<file path="config.mk">
export PLATFORM = sky130hd
export DESIGN_NAME = keypad_scan_ctrl
export DESIGN_NICKNAME = d
export VERILOG_FILES = /design/src/rtl/keypad_scan_ctrl.sv
export SDC_FILE = /design/constraint.sdc
export NUM_CORES = 1
export LEC_CHECK = 0
export ABC_CLOCK_PERIOD_IN_PS = 4800
export CAP_MARGIN = 20
export CORE_MARGIN = 4
export CORE_UTILIZATION = 45
export CTS_CLUSTER_DIAMETER = 200
export CTS_CLUSTER_SIZE = 8
export DETAILED_ROUTE_END_ITERATION = 8
export DONT_BUFFER_PORTS = 1
export PLACE_DENSITY = 0.62
export SYNTH_ARGS = -nofsm -noshare
export SYNTH_HDL_FRONTEND = slang
export SYNTH_SLANG_ARGS = --single-unit
</file>
<file path="constraint.sdc">
create_clock -name clock -period 4.8 [get_ports clock]
set_clock_uncertainty 0.2 [all_clocks]
set_input_delay 0.72 -clock clock [delete_from_list [all_inputs] [get_ports clock]]
set_output_delay 0.72 -clock clock [all_outputs]
set_load 0.01 [all_outputs]
</file>
<file path="src/rtl/keypad_scan_ctrl.sv">
// 4x4 keypad scan controller: debounce, row scan, key FIFO, bus registers and IRQ.
// Define KEY_REPEAT_EN to re-push a held single key every REPEAT_CYCLES.
module keypad_scan_ctrl #(
  parameter int unsigned DEBOUNCE_CYCLES = 1000,
  parameter int unsigned SCAN_SETTLE     = 2,
  parameter int unsigned FIFO_DEPTH      = 4
`ifdef KEY_REPEAT_EN
  ,
  parameter int unsigned REPEAT_CYCLES   = 25000
`endif
) (
  input  logic        clock,
  input  logic        reset,
  input  logic [3:0]  column,
  output logic [3:0]  row,
  input  logic        read_enable,
  input  logic        write_enable,
  input  logic [2:0]  address,
  input  logic [15:0] write_data,
  output logic [15:0] read_data_output,
  output logic        interrupt
);

  localparam int unsigned DB_W   = $clog2(DEBOUNCE_CYCLES + 1);
  localparam int unsigned ST_W   = $clog2(SCAN_SETTLE + 1);
  localparam int unsigned PTR_W  = $clog2(FIFO_DEPTH);
  localparam int unsigned CNT_W  = PTR_W + 1;
  localparam int unsigned CODE_W = 12;
  localparam logic [DB_W-1:0]  DB_LAST  = DB_W'(DEBOUNCE_CYCLES - 1);
  localparam logic [ST_W-1:0]  ST_LAST  = ST_W'(SCAN_SETTLE);
  localparam logic [CNT_W-1:0] CNT_FULL = CNT_W'(FIFO_DEPTH);
`ifdef KEY_REPEAT_EN
  localparam int unsigned RPT_W = $clog2(REPEAT_CYCLES + 1);
  localparam logic [RPT_W-1:0] RPT_LAST = RPT_W'(REPEAT_CYCLES - 1);
`endif

  typedef enum logic [1:0] {IDLE, DEBOUNCE, SCAN, RELEASE} state_t;

  state_t            state_q, state_d;
  logic [DB_W-1:0]   db_q, db_d;
  logic [ST_W-1:0]   st_q, st_d;
  logic [1:0]        r_q, r_d;
  logic [3:0]        row_q, row_d;
  logic              push_c;
  logic [CODE_W-1:0] push_code_c;
`ifdef KEY_REPEAT_EN
  logic [CODE_W-1:0] cap_q, cap_d;
  logic              hold_q, hold_d;
  logic [RPT_W-1:0]  rpt_q, rpt_d;
`endif

  logic              enable_q, irq_en_q, re_q, ovf_q;
  logic [PTR_W-1:0]  wr_q, rd_q;
  logic [CNT_W-1:0]  count_q;
  logic [CODE_W-1:0] mem_q [FIFO_DEPTH];

  logic       col_idle_c, single_c;
  logic [1:0] col_idx_c;
  logic [3:0] key_c;
  logic       pop_c, flush_c, ovf_clr_c, ctrl_wr_c, full_c, not_empty_c, push_ok_c;
  logic       unused_wdata;

  assign unused_wdata = ^write_data[15:3];

  function automatic logic [3:0] key_lookup(input logic [1:0] r, input logic [1:0] c);
    logic [3:0] k;
    case ({r, c})
      4'h0:    k = 4'h1;
      4'h1:    k = 4'h4;
      4'h2:    k = 4'h7;
      4'h3:    k = 4'hE;
      4'h4:    k = 4'h2;
      4'h5:    k = 4'h5;
      4'h6:    k = 4'h8;
      4'h7:    k = 4'h0;
      4'h8:    k = 4'h3;
      4'h9:    k = 4'h6;
      4'hA:    k = 4'h9;
      4'hB:    k = 4'hF;
      4'hC:    k = 4'hA;
      4'hD:    k = 4'hB;
      4'hE:    k = 4'hC;
      default: k = 4'hD;
    endcase
    return k;
  endfunction

  // Column decode: which single line is low, if exactly one.
  always_comb begin
    col_idx_c = 2'd0;
    single_c  = 1'b1;
    case (column)
      4'b1110: col_idx_c = 2'd0;
      4'b1101: col_idx_c = 2'd1;
      4'b1011: col_idx_c = 2'd2;
      4'b0111: col_idx_c = 2'd3;
      default: single_c  = 1'b0;
    endcase
  end

  assign col_idle_c = (column == 4'b1111);
  assign key_c      = key_lookup(r_q, col_idx_c);

  always_ff @(posedge clock) begin
    if (!reset) begin
      state_q <= IDLE;
      db_q    <= '0;
      st_q    <= '0;
      r_q     <= '0;
      row_q   <= '0;
`ifdef KEY_REPEAT_EN
      cap_q   <= '0;
      hold_q  <= 1'b0;
      rpt_q   <= '0;
`endif
    end else begin
      state_q <= state_d;
      db_q    <= db_d;
      st_q    <= st_d;
      r_q     <= r_d;
      row_q   <= row_d;
`ifdef KEY_REPEAT_EN
      cap_q   <= cap_d;
      hold_q  <= hold_d;
      rpt_q   <= rpt_d;
`endif
    end
  end

  always_comb begin
    state_d     = state_q;
    db_d        = db_q;
    st_d        = st_q;
    r_d         = r_q;
    row_d       = row_q;
    push_c      = 1'b0;
    push_code_c = {key_c, column, row_q};
`ifdef KEY_REPEAT_EN
    cap_d       = cap_q;
    hold_d      = hold_q;
    rpt_d       = rpt_q;
`endif
    unique case (state_q)
      IDLE: begin
        row_d = 4'b0000;
        if (!col_idle_c) begin
          db_d    = '0;
          state_d = DEBOUNCE;
        end
      end
      DEBOUNCE: begin
        if (col_idle_c) begin
          state_d = IDLE;
        end else if (db_q == DB_LAST) begin
          state_d = SCAN;
          row_d   = 4'b1110;
          r_d     = 2'd0;
          st_d    = '0;
        end else begin
          db_d = db_q + DB_W'(1);
        end
      end
      SCAN: begin
        if (st_q != ST_LAST) begin
          st_d = st_q + ST_W'(1);
        end else if (col_idle_c) begin
          if (r_q == 2'd3) begin
            state_d = IDLE;
            row_d   = 4'b0000;
          end else begin
            r_d   = r_q + 2'd1;
            row_d = ~(4'b0001 << (r_q + 2'd1));
            st_d  = '0;
          end
        end else begin
          // Multi-key (ghost) presses still wait out the release, just without a push.
          push_c  = single_c;
          state_d = RELEASE;
          row_d   = 4'b0000;
          db_d    = '0;
`ifdef KEY_REPEAT_EN
          cap_d   = push_code_c;
          hold_d  = single_c;
          rpt_d   = '0;
          if (single_c) row_d = row_q;
`endif
        end
      end
      RELEASE: begin
`ifdef KEY_REPEAT_EN
        // Keep the captured row driven so the held key remains visible for repeat.
        row_d = hold_q ? cap_q[3:0] : 4'b0000;
        if (hold_q && (column == cap_q[7:4])) begin
          if (rpt_q == RPT_LAST) begin
            push_c      = 1'b1;
            push_code_c = cap_q;
            rpt_d       = '0;
          end else begin
            rpt_d = rpt_q + RPT_W'(1);
          end
        end else begin
          rpt_d = '0;
        end
`else
        row_d = 4'b0000;
`endif
        if (col_idle_c) begin
          if (db_q == DB_LAST) begin
            state_d = IDLE;
            row_d   = 4'b0000;
          end else begin
            db_d = db_q + DB_W'(1);
          end
        end else begin
          db_d = '0;
        end
      end
      default: state_d = IDLE;
    endcase
    if (!enable_q) begin
      state_d = IDLE;
      row_d   = 4'b0000;
      push_c  = 1'b0;
    end
  end

  assign pop_c       = read_enable && !re_q && (address == 3'b000) && not_empty_c;
  assign ctrl_wr_c   = write_enable && (address == 3'b100);
  assign flush_c     = ctrl_wr_c && write_data[2];
  assign ovf_clr_c   = write_enable && (address == 3'b010) && write_data[2];
  assign full_c      = (count_q == CNT_FULL);
  assign not_empty_c = (count_q != '0);
  assign push_ok_c   = push_c && (!full_c || pop_c);

  // Control registers and read-strobe edge detect.
  always_ff @(posedge clock) begin
    if (!reset) begin
      enable_q <= 1'b1;
      irq_en_q <= 1'b1;
      re_q     <= 1'b0;
    end else begin
      re_q <= read_enable;
      if (ctrl_wr_c) begin
        enable_q <= write_data[0];
        irq_en_q <= write_data[1];
      end
    end
  end

  // FIFO pointers, occupancy and sticky overflow; flush overrides push and pop.
  always_ff @(posedge clock) begin
    if (!reset) begin
      wr_q    <= '0;
      rd_q    <= '0;
      count_q <= '0;
      ovf_q   <= 1'b0;
    end else if (flush_c) begin
      wr_q    <= '0;
      rd_q    <= '0;
      count_q <= '0;
      ovf_q   <= 1'b0;
    end else begin
      if (push_ok_c) wr_q <= wr_q + PTR_W'(1);
      if (pop_c)     rd_q <= rd_q + PTR_W'(1);
      case ({push_ok_c, pop_c})
        2'b10:   count_q <= count_q + CNT_W'(1);
        2'b01:   count_q <= count_q - CNT_W'(1);
        default: count_q <= count_q;
      endcase
      if (push_c && !push_ok_c) ovf_q <= 1'b1;
      else if (ovf_clr_c)       ovf_q <= 1'b0;
    end
  end

  always_ff @(posedge clock) begin
    if (reset && push_ok_c && !flush_c) mem_q[wr_q] <= push_code_c;
  end

  always_comb begin
    read_data_output = 16'd0;
    if (read_enable) begin
      case (address)
        3'b000:  read_data_output = not_empty_c ? {4'd0, mem_q[rd_q]} : 16'd0;
        3'b010:  read_data_output = {13'd0, ovf_q, full_c, not_empty_c};
        3'b100:  read_data_output = {14'd0, irq_en_q, enable_q};
        default: read_data_output = 16'd0;
      endcase
    end
  end

  assign row       = row_q;
  assign interrupt = irq_en_q && not_empty_c;

endmodule

</file>
==> flow_summary_export.csv <==
group,metric,value,unit
outcome,outcome,"finished, final reports clean",
place,dpl-instance-area,4093,sq um
sta,slew_viol_final,0,
yosys,synth_flop_cell,"edfxtp_1",
power_and_ir_drop,netSwitchingPower,415.9,uW
die,ios,48,
power_and_ir_drop,powerDensity,341.4,nW/um^2
global_routing,grt_pass1_vias,2439,
worst_setup_path,worstPathArrival,2.25,ns
yosys,ys_seq_elements,81,
detailed_routing,routed_wl,7525,um
power_and_ir_drop,seqPwrFrac,55.2,%
place,place_inst,438,
worst_setup_path,worstSetupPathType,"register to output port",
place,io_buffers,0,
sta,timing.final.crit_share,66.07,%
clock_network,insertion_delay,0.35,ns
sta,rsz0062_at_grt,"false",
finish,final_cell_mix,"edfxtp_1, dfxtp_1, nand2_1",
die,start_util,46.29,%
clock_network,clkTransAtPathRegs,0.09,ns
yosys,synthArstFlopShare,0,%
die,core-area,8763,sq um
power_and_ir_drop,vdd_drop_max,132.8,uV
clock_network,cts-root-buf,"clkbuf_8",
worst_setup_path,start_kind,"register",
finish,fill_cells,802,
finish,final_util,48.82,%
finish,drive_above_1_share,11.53,%
global_routing,overflow,0,
global_routing,grt_usage,15.12,%
clock_network,post_cts_resized,0,
detailed_routing,drc_errors,0,
clock_network,cts_sinks,81,
power_and_ir_drop,p_comb_share,14.4,%
detailed_routing,wl_per_cell,16.54,um
place,dp_hpwl,5379,um
die,std_cell_rows,34,
global_routing,grt_start_max_net_pins,19,
worst_setup_path,cp.required,3.88,ns
detailed_routing,drtIter0Drc,161,
sta,setup_viol,0,
place,gp_congestion,0.7930,
finish,design_area,4278,sq um
detailed_routing,ant_nets,0,
yosys,ys_seq_area_share,51.82,%
clock_network,hold_buffers,0,
worst_hold_path,hp-start,"reset",
yosys,avgSynthCellArea,11.69,sq um
sta,period_needed,3.171,ns
die,die_h,102.9,um
worst_setup_path,cp_max_fo,12,
power_and_ir_drop,netSwitchingFraction,28.47,%
finish,final_common_cell,"edfxtp_1",
sta,setup_tns,0,ns
worst_setup_path,end_kind,"output port",
yosys,synth_cells,347,
sta,worst_slack,1.629,ns
sta,hold_viol,0,
sta,fmax,0.3153,GHz
finish,antenna_cells,0,
flow_run,drv_cap,0,
global_routing,antenna_found_initial,0,
yosys,syn_area,4056,sq um
yosys,yosys_warnings,0,
clock_network,cts_buffers,9,
place,place_ws,1.553,ns
detailed_routing,dr.pass1.iters,4,
die,die_w,102.9,um
power_and_ir_drop,leakage,0.001456,uW
worst_setup_path,r2r-start,"state_q[0]",
detailed_routing,viasPerCell,5.613,
power_and_ir_drop,power_frac_clock,30.3,%
die,die-area,10600,sq um
detailed_routing,dr_total_vias,2554,
worst_hold_path,hold_path.class,"input pin to register",
sta,slew-limit-headroom,44.85,%
clock_network,h-tree-depth,3,
sta,worst_slew_pin_slew,0.8261,ns
finish,nets,384,
power_and_ir_drop,power.internal,1045,uW
clock_network,cts_buffer_depth,2,
finish,final_cells,455,
global_routing,grt_pass1_wl,12270,um
clock_network,cts_tree,"built",
finish,syn2layout_area_growth,5.460,%
yosys,synth_edf_count,48,
yosys,synth_cell_types,59,
clock_network,post_cts_buffers,0,
==> cells by family after synthesis <==
kind of cell,share of synthesized area [%]
AO/OA/AOI/OAI,10.06
XOR/XNOR,2.375
adder cells (fa/ha/maj),4.812
buffers and inverters,3.825
flip-flops,51.82
multiplexers,9.624
other,0.09245
AND/OR/NAND/NOR,17.40
==> flip-flops by register name, indices dropped and copies added (netlist names), 2 cells and up, named ones only <==
signal,flops
state_q,2
mem_q,48
db_q,10
row,4
count_q,3
st_q,2
r_q,2
wr_q,2
rd_q,2
==> layer usage <==
layer / GRT usage [%] / part of all wire, % / wire [um] / up-vias
met5: 0 / 0 / 0 / -
met4: 4.183 / 0.85 / 64 / 0
met3: 4.060 / 4.2 / 317 / 6
met2: 25.06 / 50 / 3741 / 40
met1: 19.58 / 45 / 3401 / 1236
li1: - / - / - / 1272
==> cell usage after synthesis (2+ instances only) <==
cell type | number | area share, %
nand3b_1 | 2 | 0.37
nor2_1 | 26 | 2.4
a211oi_1 | 3 | 0.56
o21ai_0 | 6 | 0.74
nand3_1 | 10 | 1.2
or3_1 | 4 | 0.62
nand4_1 | 4 | 0.62
o21ai_1 | 2 | 0.25
nor4_1 | 2 | 0.31
inv_1 | 12 | 1.1
a31oi_1 | 2 | 0.31
nand2b_1 | 8 | 1.2
and2_1 | 8 | 1.2
o21ai_2 | 2 | 0.43
xnor2_1 | 5 | 1.1
buf_2 | 4 | 0.49
o21a_1 | 3 | 0.56
and3_1 | 12 | 1.9
mux4_2 | 12 | 6.7
nand4b_1 | 3 | 0.65
dfxtp_1 | 33 | 16
nor2b_1 | 6 | 0.93
a21oi_1 | 7 | 0.86
o31ai_1 | 3 | 0.56
clkbuf_1 | 10 | 0.93
o211a_1 | 2 | 0.49
edfxtp_1 | 48 | 36
o41ai_2 | 2 | 0.80
or4b_1 | 2 | 0.49
nand2_1 | 29 | 2.7
buf_6 | 2 | 0.56
o211ai_1 | 3 | 0.56
nor3_1 | 7 | 0.86
xor2_1 | 6 | 1.3
o22ai_1 | 4 | 0.62
buf_4 | 4 | 0.74
a22oi_1 | 2 | 0.37
mux2i_1 | 12 | 3.0
a21boi_0 | 2 | 0.37
ha_1 | 14 | 4.3
==> worst paths after layout <==
kind / to / cells after the start / slack, ns
max: read_data_output[1] / 4 / 1.63
min: enable_q / 1 / 0.24
max reg2reg: mem_q[1][10] / 6 / 2.12
min reg2reg: ovf_q / 2 / 0.29
==> per-stage QoR <==
step	power (uW)	hold slack, ns
after global routing	1543	0.2228
after CTS	1480	0.2188
final	1461	0.2398
after floorplan	994.3	0.2385
after detailed placement	1036	0.2759
after global placement	1030	0.2724
==> power groups by stage <==
stage	clock [uW]	sequential [uW]	combinational [uW]
6_report	443	807	211
2_1_floorplan	0	809	185
5_1_grt	485	813	245
3_5_place_dp	0	824	212
3_3_place_gp	0	822	208
4_1_cts	458	808	214
==> layout make-up <==
class,count,area [sq um],share of cell area (%)
multi-input combinational,237,1810,42.32
timing repair buffer,1,7.507,0.1755
inverter,12,45.04,1.053
tap,108,135.1,3.159
sequential,81,2102,49.14
clock buffer,9,123.9,2.896
clock inverter,7,53.80,1.258
==> worst max-delay path, cell delays in order (launching register included) <==
cell     delay, ns
dfxtp_1       0.87
mux4_2        0.61
a22oi_1       0.17
o22ai_1       0.09
nor2b_1       0.16
No activity file was read; power rests on OpenSTA's default activity.
